## src/rtl/icache_dm_if.sv

```systemverilog
`default_nettype none
// ============================================================================
// Module      : icache_dm_if
// Description : Fetch-side and backing-memory signal bundle for icache_dm.
// Revision    : 1.0 - initial release
// ============================================================================
interface icache_dm_if;
  logic [31:0] addr;
  logic        flush;
  logic [31:0] instr;
  logic        imem_stall;
  logic        mem_req;
  logic [31:0] mem_addr;
  logic        mem_ack;
  logic [31:0] mem_rdata;

  // Environment side: fetch stage plus backing instruction memory
  modport master (
    output addr, flush, mem_ack, mem_rdata,
    input  instr, imem_stall, mem_req, mem_addr
  );

  modport slave (
    input  addr, flush, mem_ack, mem_rdata,
    output instr, imem_stall, mem_req, mem_addr
  );
endinterface
`default_nettype wire

```

## src/rtl/icache_dm.sv

```systemverilog
`default_nettype none
// ============================================================================
// Module      : icache_dm
// Description : Direct-mapped, one-word-per-line instruction cache with a
//               req/ack refill port. Optional hit/miss counters: ICACHE_STATS_EN.
// Revision    : 1.0 - initial release
// ============================================================================
module icache_dm #(
  parameter int unsigned LINES     = 16,
  parameter logic [31:0] NOP_INSTR = 32'h0000_0013
) (
  input  logic        clk,
  input  logic        rst,
  icache_dm_if.slave  bus
`ifdef ICACHE_STATS_EN
  ,
  output logic [31:0] hit_count,
  output logic [31:0] miss_count
`endif
);

  localparam int unsigned IDX_W = $clog2(LINES);
  localparam int unsigned TAG_W = 30 - IDX_W;

  typedef enum logic [1:0] {
    ST_IDLE   = 2'd0,
    ST_MISS   = 2'd1,
    ST_REFILL = 2'd2
  } state_t;

  state_t            state_q, state_d;
  logic [LINES-1:0]  valid_q, valid_d;
  logic [TAG_W-1:0]  tag_q  [LINES];
  logic [31:0]       data_q [LINES];

  logic [IDX_W-1:0]  idx, cap_idx_q;
  logic [TAG_W-1:0]  tag, cap_tag_q;
  logic              hit, start_miss, fill_we;
  logic              drop_q, drop_d;
  logic              mem_req_q, mem_req_d;
  logic [31:0]       mem_addr_q;

  assign idx = bus.addr[IDX_W+1:2];
  assign tag = bus.addr[31:IDX_W+2];

  always_ff @(posedge clk) begin
    if (rst) state_q <= ST_IDLE;
    else     state_q <= state_d;
  end

  always_comb begin
    state_d    = state_q;
    valid_d    = valid_q;
    drop_d     = drop_q;
    mem_req_d  = mem_req_q;
    start_miss = 1'b0;
    fill_we    = 1'b0;
    hit        = 1'b0;
    case (state_q)
      ST_IDLE: begin
        hit = valid_q[idx] && (tag_q[idx] == tag);
        if (!hit) begin
          start_miss = 1'b1;
          mem_req_d  = 1'b1;
          state_d    = ST_MISS;
        end
      end
      ST_MISS: begin
        if (bus.flush) drop_d = 1'b1;
        if (bus.mem_ack) begin
          fill_we   = 1'b1;
          mem_req_d = 1'b0;
          drop_d    = 1'b0;
          state_d   = ST_REFILL;
        end
      end
      ST_REFILL: state_d = ST_IDLE;
      default:   state_d = ST_IDLE;
    endcase
    if (bus.flush) valid_d = '0;
    // A flush seen at any point of the miss, including the ack cycle, kills the fill
    if (fill_we && !drop_q && !bus.flush) valid_d[cap_idx_q] = 1'b1;
  end

  always_ff @(posedge clk) begin
    if (rst) begin
      valid_q    <= '0;
      drop_q     <= 1'b0;
      mem_req_q  <= 1'b0;
      mem_addr_q <= '0;
      cap_idx_q  <= '0;
      cap_tag_q  <= '0;
    end else begin
      valid_q   <= valid_d;
      drop_q    <= drop_d;
      mem_req_q <= mem_req_d;
      if (start_miss) begin
        mem_addr_q <= {bus.addr[31:2], 2'b00};
        cap_idx_q  <= idx;
        cap_tag_q  <= tag;
      end
    end
  end

  always_ff @(posedge clk) begin
    if (fill_we && !rst) begin
      data_q[cap_idx_q] <= bus.mem_rdata;
      tag_q[cap_idx_q]  <= cap_tag_q;
    end
  end

  // Fetch latches instr every cycle, so a stalled cycle must present a NOP
  assign bus.imem_stall = !hit;
  assign bus.instr      = hit ? data_q[idx] : NOP_INSTR;
  assign bus.mem_req    = mem_req_q;
  assign bus.mem_addr   = mem_addr_q;

`ifdef ICACHE_STATS_EN
  logic [31:0] hit_count_q, miss_count_q;

  always_ff @(posedge clk) begin
    if (rst) begin
      hit_count_q  <= '0;
      miss_count_q <= '0;
    end else begin
      if (hit)        hit_count_q  <= hit_count_q + 32'd1;
      if (start_miss) miss_count_q <= miss_count_q + 32'd1;
    end
  end

  assign hit_count  = hit_count_q;
  assign miss_count = miss_count_q;
`endif

endmodule
`default_nettype wire

```

## src/flat_wrapper.sv

```systemverilog
// flat-port wrapper written by rule: the top's interface ports become plain ports
module icache_dm_flat 
#(
  parameter int unsigned LINES     = 16,
  parameter logic [31:0] NOP_INSTR = 32'h0000_0013
)
  (clk, rst, bus_addr, bus_flush, bus_mem_ack, bus_mem_rdata, bus_instr, bus_imem_stall, bus_mem_req, bus_mem_addr);
  icache_dm_if bus_i ();
  input  logic clk;
  input  logic rst;
  input wire logic [$bits(bus_i.addr)-1:0] bus_addr;
  input wire logic [$bits(bus_i.flush)-1:0] bus_flush;
  input wire logic [$bits(bus_i.mem_ack)-1:0] bus_mem_ack;
  input wire logic [$bits(bus_i.mem_rdata)-1:0] bus_mem_rdata;
  output wire logic [$bits(bus_i.instr)-1:0] bus_instr;
  output wire logic [$bits(bus_i.imem_stall)-1:0] bus_imem_stall;
  output wire logic [$bits(bus_i.mem_req)-1:0] bus_mem_req;
  output wire logic [$bits(bus_i.mem_addr)-1:0] bus_mem_addr;
  assign bus_i.addr = bus_addr;
  assign bus_i.flush = bus_flush;
  assign bus_i.mem_ack = bus_mem_ack;
  assign bus_i.mem_rdata = bus_mem_rdata;
  assign bus_instr = bus_i.instr;
  assign bus_imem_stall = bus_i.imem_stall;
  assign bus_mem_req = bus_i.mem_req;
  assign bus_mem_addr = bus_i.mem_addr;
  icache_dm #(.LINES(LINES), .NOP_INSTR(NOP_INSTR)) u_core (.clk(clk), .rst(rst), .bus(bus_i));
endmodule
```

## config.mk

```make
export PLATFORM = sky130hd
export DESIGN_NAME = icache_dm_flat
export DESIGN_NICKNAME = d
export VERILOG_FILES = /design/src/rtl/icache_dm_if.sv /design/src/rtl/icache_dm.sv /design/src/flat_wrapper.sv
export SDC_FILE = /design/constraint.sdc
export NUM_CORES = 1
export LEC_CHECK = 0
export ABC_AREA = 1
export CORE_ASPECT_RATIO = 1.75
export CORE_MARGIN = 2
export CORE_UTILIZATION = 40
export DETAILED_ROUTE_END_ITERATION = 6
export GPL_ROUTABILITY_DRIVEN = 0
export GPL_TIMING_DRIVEN = 0
export PLACE_DENSITY = 0.55
export SYNTH_ARGS = -nofsm -noshare
export SYNTH_HDL_FRONTEND = slang
export SYNTH_SLANG_ARGS = --single-unit
export TNS_END_PERCENT = 50
```

## constraint.sdc

```tcl
create_clock -name clk -period 15 [get_ports clk]
set_input_delay 2.25 -clock clk [delete_from_list [all_inputs] [get_ports clk]]
set_output_delay 2.25 -clock clk [all_outputs]
set_load 0.01 [all_outputs]
```

**Word-level counts from Yosys, hierarchy flattened**

Memories as Yosys holds them, arrays and structs flattened.
Index checks and enable logic that the tools add are counted.

- Bits in registers: 80
- Bits in writable memories: 928
- Input port bits: 68
- Output and inout port bits: 66
- Logic and storage cells: 54
- Memories kept: 2

- Magnitude comparators: 3
- Equality and inequality tests: 4
- Mux-type cells: 22
- Bitwise operators: 1
- Reductions and logical operators: 15

Memories:

| name | words | bits a word | read ports | clocked after Yosys merged registers in | wr ports | line | RTL |
|---|---|---|---|---|---|---|---|
| u_core.data_q | 16 | 32 | 1 | 0 | 1 | icache_dm.sv:34 | `logic [31:0] data_q [LINES];` |
| u_core.tag_q | 16 | 26 | 1 | 0 | 1 | icache_dm.sv:33 | `logic [TAG_W-1:0] tag_q [LINES];` |

Operators by type and width:

| operator | number |
|---|---|
| 16-bit 2-to-1 mux | 2 |
| 32-bit 2-to-1 mux | 1 |
| 26-bit == test | 1 |
| 16-bit OR | 1 |
| 1-bit 2-to-1 mux | 13 |
| 4-bit by 5-bit less-than comparator with 1-bit output, second input constant | 2 |
| 1-bit logical AND | 5 |
| 1-bit binary-select mux with 4-bit select | 1 |
| 1-bit demux with 4-bit select | 1 |
| 4-bit by 1-bit >= comparator with 1-bit output, second input constant | 1 |
| 1-bit zero test | 4 |
| 2-bit 2-to-1 mux | 2 |
| 2-bit inequality test, second input constant | 2 |
| 2-bit one-hot mux with 2 select lines | 1 |
| 2-bit AND reduction | 2 |
| 2-bit nonzero test | 2 |
| 3-bit AND reduction | 1 |
| 2-bit by 1-bit == test with 1-bit output, second input constant | 1 |
| 2-bit zero test | 1 |
| 1-bit one-hot mux with 2 select lines | 1 |

**Logic depth before layout (Yosys ltp)**

Gate-level depths: netlist (run 1).

- Word-level depth: 6
- Mapped depth: 22
- Depth with buffers taken out: 18

**Worst setup path after synthesis (run 1)**

OpenSTA, ideal clock, no wires.

- Path kind: input-to-reg
- From: input port bus_mem_ack
- To: memory u_core.data_q[10][0], enable pin
- Setup time: 0.545 ns
- Data arrival time: 6.795 ns
- Data required time: 14.455 ns
- Setup slack: 7.660 ns
- Stages on the path: 7
- Buffers on the path: 1
- Cell sequence: inv_1 -> nor2_1 -> inv_1 -> nor2_1 -> inv_1 -> clkbuf_1 -> nor3_1

- Cells in the longest elaborated chain, start to end: 5

RTL lines:

| item | line | RTL |
|---|---|---|
| start, declared | flat_wrapper.sv:13 | `input wire logic [$bits(bus_i.mem_ack)-1:0] bus_mem_ack;` |
| 1-bit 2-to-1 mux | icache_dm.sv:70 | `if (bus.mem_ack) begin` |
| 1-bit 2-to-1 mux | icache_dm.sv:59 | `case (state_q)` |
| 1-bit logical AND | icache_dm.sv:106 | `if (fill_we && !rst) begin` |
| 1-bit 2-to-1 mux | icache_dm.sv:106 |  |
| 1-bit 2-to-1 mux (not written as such) | icache_dm.sv:107 | `data_q[cap_idx_q] <= bus.mem_rdata;` |
| end, declared | icache_dm.sv:34 |  |

No other way between the ends.

**Final worst setup path (run 1)**

- From: input port bus_addr[4]
- To: output port bus_instr[30]

- Cells in the longest elaborated chain, start to end: 5
- Elaborated cells on any way between the ends: 8
- Those cells by class: eq/ne (1); mux (4); reduce/logical (1); memory (2)

RTL lines:

| item | line | RTL |
|---|---|---|
| start, declared | flat_wrapper.sv:11 | `input wire logic [$bits(bus_i.addr)-1:0] bus_addr;` |
| memory read 16 x 26 bit or 1-bit binary-select mux with 4-bit select (tied branches) | -- |  |
| 26-bit == test or 1-bit 2-to-1 mux (tied branches) | icache_dm.sv:61 | `hit = valid_q[idx] && (tag_q[idx] == tag);` |
| 1-bit logical AND | icache_dm.sv:61 |  |
| 1-bit 2-to-1 mux | icache_dm.sv:59 |  |
| 32-bit 2-to-1 mux * | icache_dm.sv:114 | `assign bus.instr = hit ? data_q[idx] : NOP_INSTR;` |
| end, declared | flat_wrapper.sv:15 | `output wire logic [$bits(bus_i.instr)-1:0] bus_instr;` |

Every way passes the cells marked *; elsewhere a longest branch is shown, timed or not. The select of a mux whose other input is x is not followed.

==> results of run 1 <==
==> routing by layer <==
layer,wire length [µm],GRT usage,up-vias,share of wire
met1,50710,0.3043,14350,0.34
met3,9479,0.03729,483,0.063
li1,-,-,12820,-
met4,12420,0.2156,8,0.082
met2,78160,0.5233,1585,0.52
met5,55,0,-,0.00036
==> power groups by stage <==
stage / logic, mW / registers, mW / clock network, mW
after global placement: 0.441 / 3.13 / 0
after detailed placement: 0.453 / 3.13 / 0
final: 0.461 / 3.07 / 2.36
after global routing: 0.484 / 3.07 / 2.46
after floorplan: 0.219 / 3.11 / 0
after CTS: 0.454 / 3.07 / 2.37
==> state kept, by name (all words and copies together), names as in the netlist <==
register and count:
u_core.state_q 2, u_core.cap_tag_q 26, u_core.tag_q 416, u_core.valid_q 16, u_core.data_q 512, u_core.drop_q 1, u_core.bus.mem_req 1, u_core.bus.mem_addr 1
u_core.cap_idx_q 3
==> through the flow <==
stage	std cells	hold slack [ns]	worst slack [ns]	instance area, µm²	total power [mW]
global placement	4854	0.4541	0.4067	42890	3.574
finish	5168	0.4641	5.775	47570	5.891
detailed placement	4994	0.4549	5.887	44600	3.583
global route	5168	0.4810	5.749	47570	6.017
CTS	5168	0.4649	5.874	47570	5.891
floorplan	3410	0.4401	7.660	39970	3.331
==> path summary, 6_finish.rpt <==
path,start,end,slack [ns],cells past startpoint
max,bus_addr[4],bus_instr[30],5.78,15
min,u_core.valid_q[15],u_core.valid_q[15],0.46,2
max reg2reg,u_core.cap_idx_q[1],u_core.tag_q[2][12],11.48,9
min reg2reg,u_core.valid_q[15],u_core.valid_q[15],0.46,2
==> cell usage in the layout, fill, tap and decap left out, types with 12 or more instances in the layout <==
cell type / Yosys / layout
edfxtp_1: 928 / 928
dfxtp_1: 50 / 50
inv_1: 190 / 190
clkinv_1: 1 / 21
o21ai_0: 99 / 99
o211ai_1: 27 / 27
o21ai_1: 13 / 13
clkbuf_16: 0 / 94
clkinv_2: 0 / 20
nor3_2: 0 / 16
buf_6: 18 / 130
o31ai_1: 28 / 28
buf_8: 1 / 22
a221oi_1: 104 / 104
buf_1: 35 / 35
nor2_1: 276 / 276
a21oi_1: 266 / 266
clkbuf_1: 108 / 127
nand3_1: 293 / 293
buf_2: 57 / 57
nand2_1: 848 / 848
clkdlybuf4s50_1: 0 / 127
buf_4: 5 / 12
==> cell usage after synthesis <==
cell type    n
a21oi_1    266
a221oi_1   104
a31oi_1      8
a32oi_1      2
buf_1       35
buf_2       57
buf_4        5
buf_6       18
buf_8        1
clkbuf_1   108
clkinv_1     1
conb_1       1
dfxtp_1     50
edfxtp_1   928
inv_1      190
inv_2        1
inv_4        1
nand2_1    848
nand2_2      1
nand3_1    293
nand3_2      1
nand3b_1     1
nand4_1      9
nor2_1     276
nor2b_1      1
nor3_1      17
nor3b_2      1
o211a_1      1
o211ai_1    27
o21ai_0     99
o21ai_1     13
o221ai_1    10
o22ai_1      5
o31ai_1     28
or2_2        2
==> worst max-delay path, stage by stage <==
cell and delay (ns):
clkdlybuf4s50_1 0.55, buf_2 0.39, buf_1 0.86, nand3_1 0.45, nand3_1 0.20, nand3_1 0.10, nand2_1 0.13, nand2_1 0.07
nor3b_2 0.21, nand2_1 0.08, nor2_1 0.20, nand3_2 0.28, buf_6 0.28, nor2_1 0.32, clkdlybuf4s50_1 0.61
==> cells by family (layout without fill, tap and decap cells) <==
kind of cell / count (synthesis) / after routing
other: 1 / 2
AOI/OAI and AO/OA: 563 / 563
buffers and inverters: 417 / 858
and+or+nand+nor: 1450 / 1450
DFF: 978 / 978
==> final cells by class <==
class	instances	area, µm²
multi-input cells	2015	9382
fillers	9151	51590
inverters	193	726.9
repair buffers	267	2900
flip-flops and latches	978	28870
clock inverters	58	504.2
plain buffers	224	1077
clock buffers	116	2465
well taps	1317	1648
==> flow_summary.ini, run 1 <==
[run_status]
status = finished, violations left
violations = DRC

[floorplan]
die_w_um = 243.0
die_h_um = 422.2
die_area_um2 = 102600
initial_core_util = 0.4031
io_pins = 134
core_um2 = 99160
fp-row-count = 153

[clock_tree]
cts_inserted_buffers = 92
clk_pin_slew_ns = 0.06
cts_max_level = 3
clk_latency_ns = 0.71
cts_resized = 0
cts_tree = done
postCtsHoldBufs = 0
cts.sink_count = 978
post-cts-setup-buffers = 0
clk_path_buf_depth = 3
cts-root-buf = clkbuf_16

[power]
p_switching_mw = 1.434
clkPwrFrac = 0.400
p_int_mw = 4.457
power_density_nw_per_um2 = 123.8
peakVddDrop_mv = 0.1077
swShare = 0.2434
share_comb_of_total_power = 0.078
p_leak_nw = 17.24
seqPwrFrac = 0.522

[finish]
nets = 3839
layout-drive-gt1-share = 0.09842
syn_to_final_growth_pct = 19.02
post-route-util = 0.4797
antenna_cells = 0

[timing]
worst-slew-pin-transition_ns = 1.409
slew_headroom = 0.06035
fin_crit_sh = 0.6150
setup_viol_count_final = 0
tns_ns = 0
timing.final.crit_period_ns = 9.225
grt_setup_unrepaired = no
final_max_slew_viol_count = 0
hold_viol = 0
max_freq_ghz = 0.1084
finClkSkew_ns = 0.03241

[job]
maxCapViolCount = 0

[yosys]
ys_seq_elements = 978
yosysSeqAreaShare = 0.7222
synthXorXnorAreaFrac = 0
synth-adder-area-share = 0
avgSynthCellArea_um2 = 11.72
ys_top_cells_by_area = edfxtp_1 70%, nand2_1 8.0%, nand3_1 3.7%
syn_area_um2 = 39970
synth_top_family_by_area = simple AND/OR/NAND/NOR gates
yosysWarnings = 0
yosys.area_share.simple = 0.1472
synth_top_area_frac = 0.6972
syn_inst = 3409
yosysUniqueCellTypes = 35
synth-compound-area-share = 0.08537
synth.area.mux_share = 0
synth_top_cell_by_area = edfxtp_1

[setup_path]
start_kind = input port
required_ns = 12.75
worstPathMaxFanout = 10
critPathArrivalTime_ns = 6.97
crit_type = input port to output pin
crit_path_end_kind = output pin

[route]
postRouteWirelength_um = 150800
drc_errors = 1
vias = 29250
routed_via_density = 5.659
dr.pass1.iters = 7
drt_iter0_drc = 2842
final_antenna_net_count = 0
routedWlPerCell_um = 29.18

[global_route]
grt_pass1_wl_um = 208100
grt_max_degree = 19
antenna_found_initial = 4
grt_overflow = 0
grt_use_total = 0.2889
grt_pass1_vias = 28550

[hold_path]
worstHoldPathType = register to register

[placement]
io_buffers = 127
dpl.hpwl_um = 109600
(Power assumes the default switching activity.)
==> run 2, diff against run 1 <==
==> constraint.sdc (replaced) <==
create_clock -name clk -period 8.67 [get_ports clk]
set_input_delay 1.3005 -clock clk [delete_from_list [all_inputs] [get_ports clk]]
set_output_delay 1.3005 -clock clk [all_outputs]
set_load 0.01 [all_outputs]
==> results of run 2 <==
Same layout as run 1 (identical final DEF). Status: finished, violations left: DRC.
Main changes from that run: setup slack after placement 5.887 ns -> 1.456 ns; setup slack after layout 5.775 ns -> 1.344 ns; register-to-register setup slack 11.48 ns -> 5.15 ns; total power 5.891 mW -> 10.19 mW; worst IR drop on VDD 0.1077 mV -> 0.1864 mV
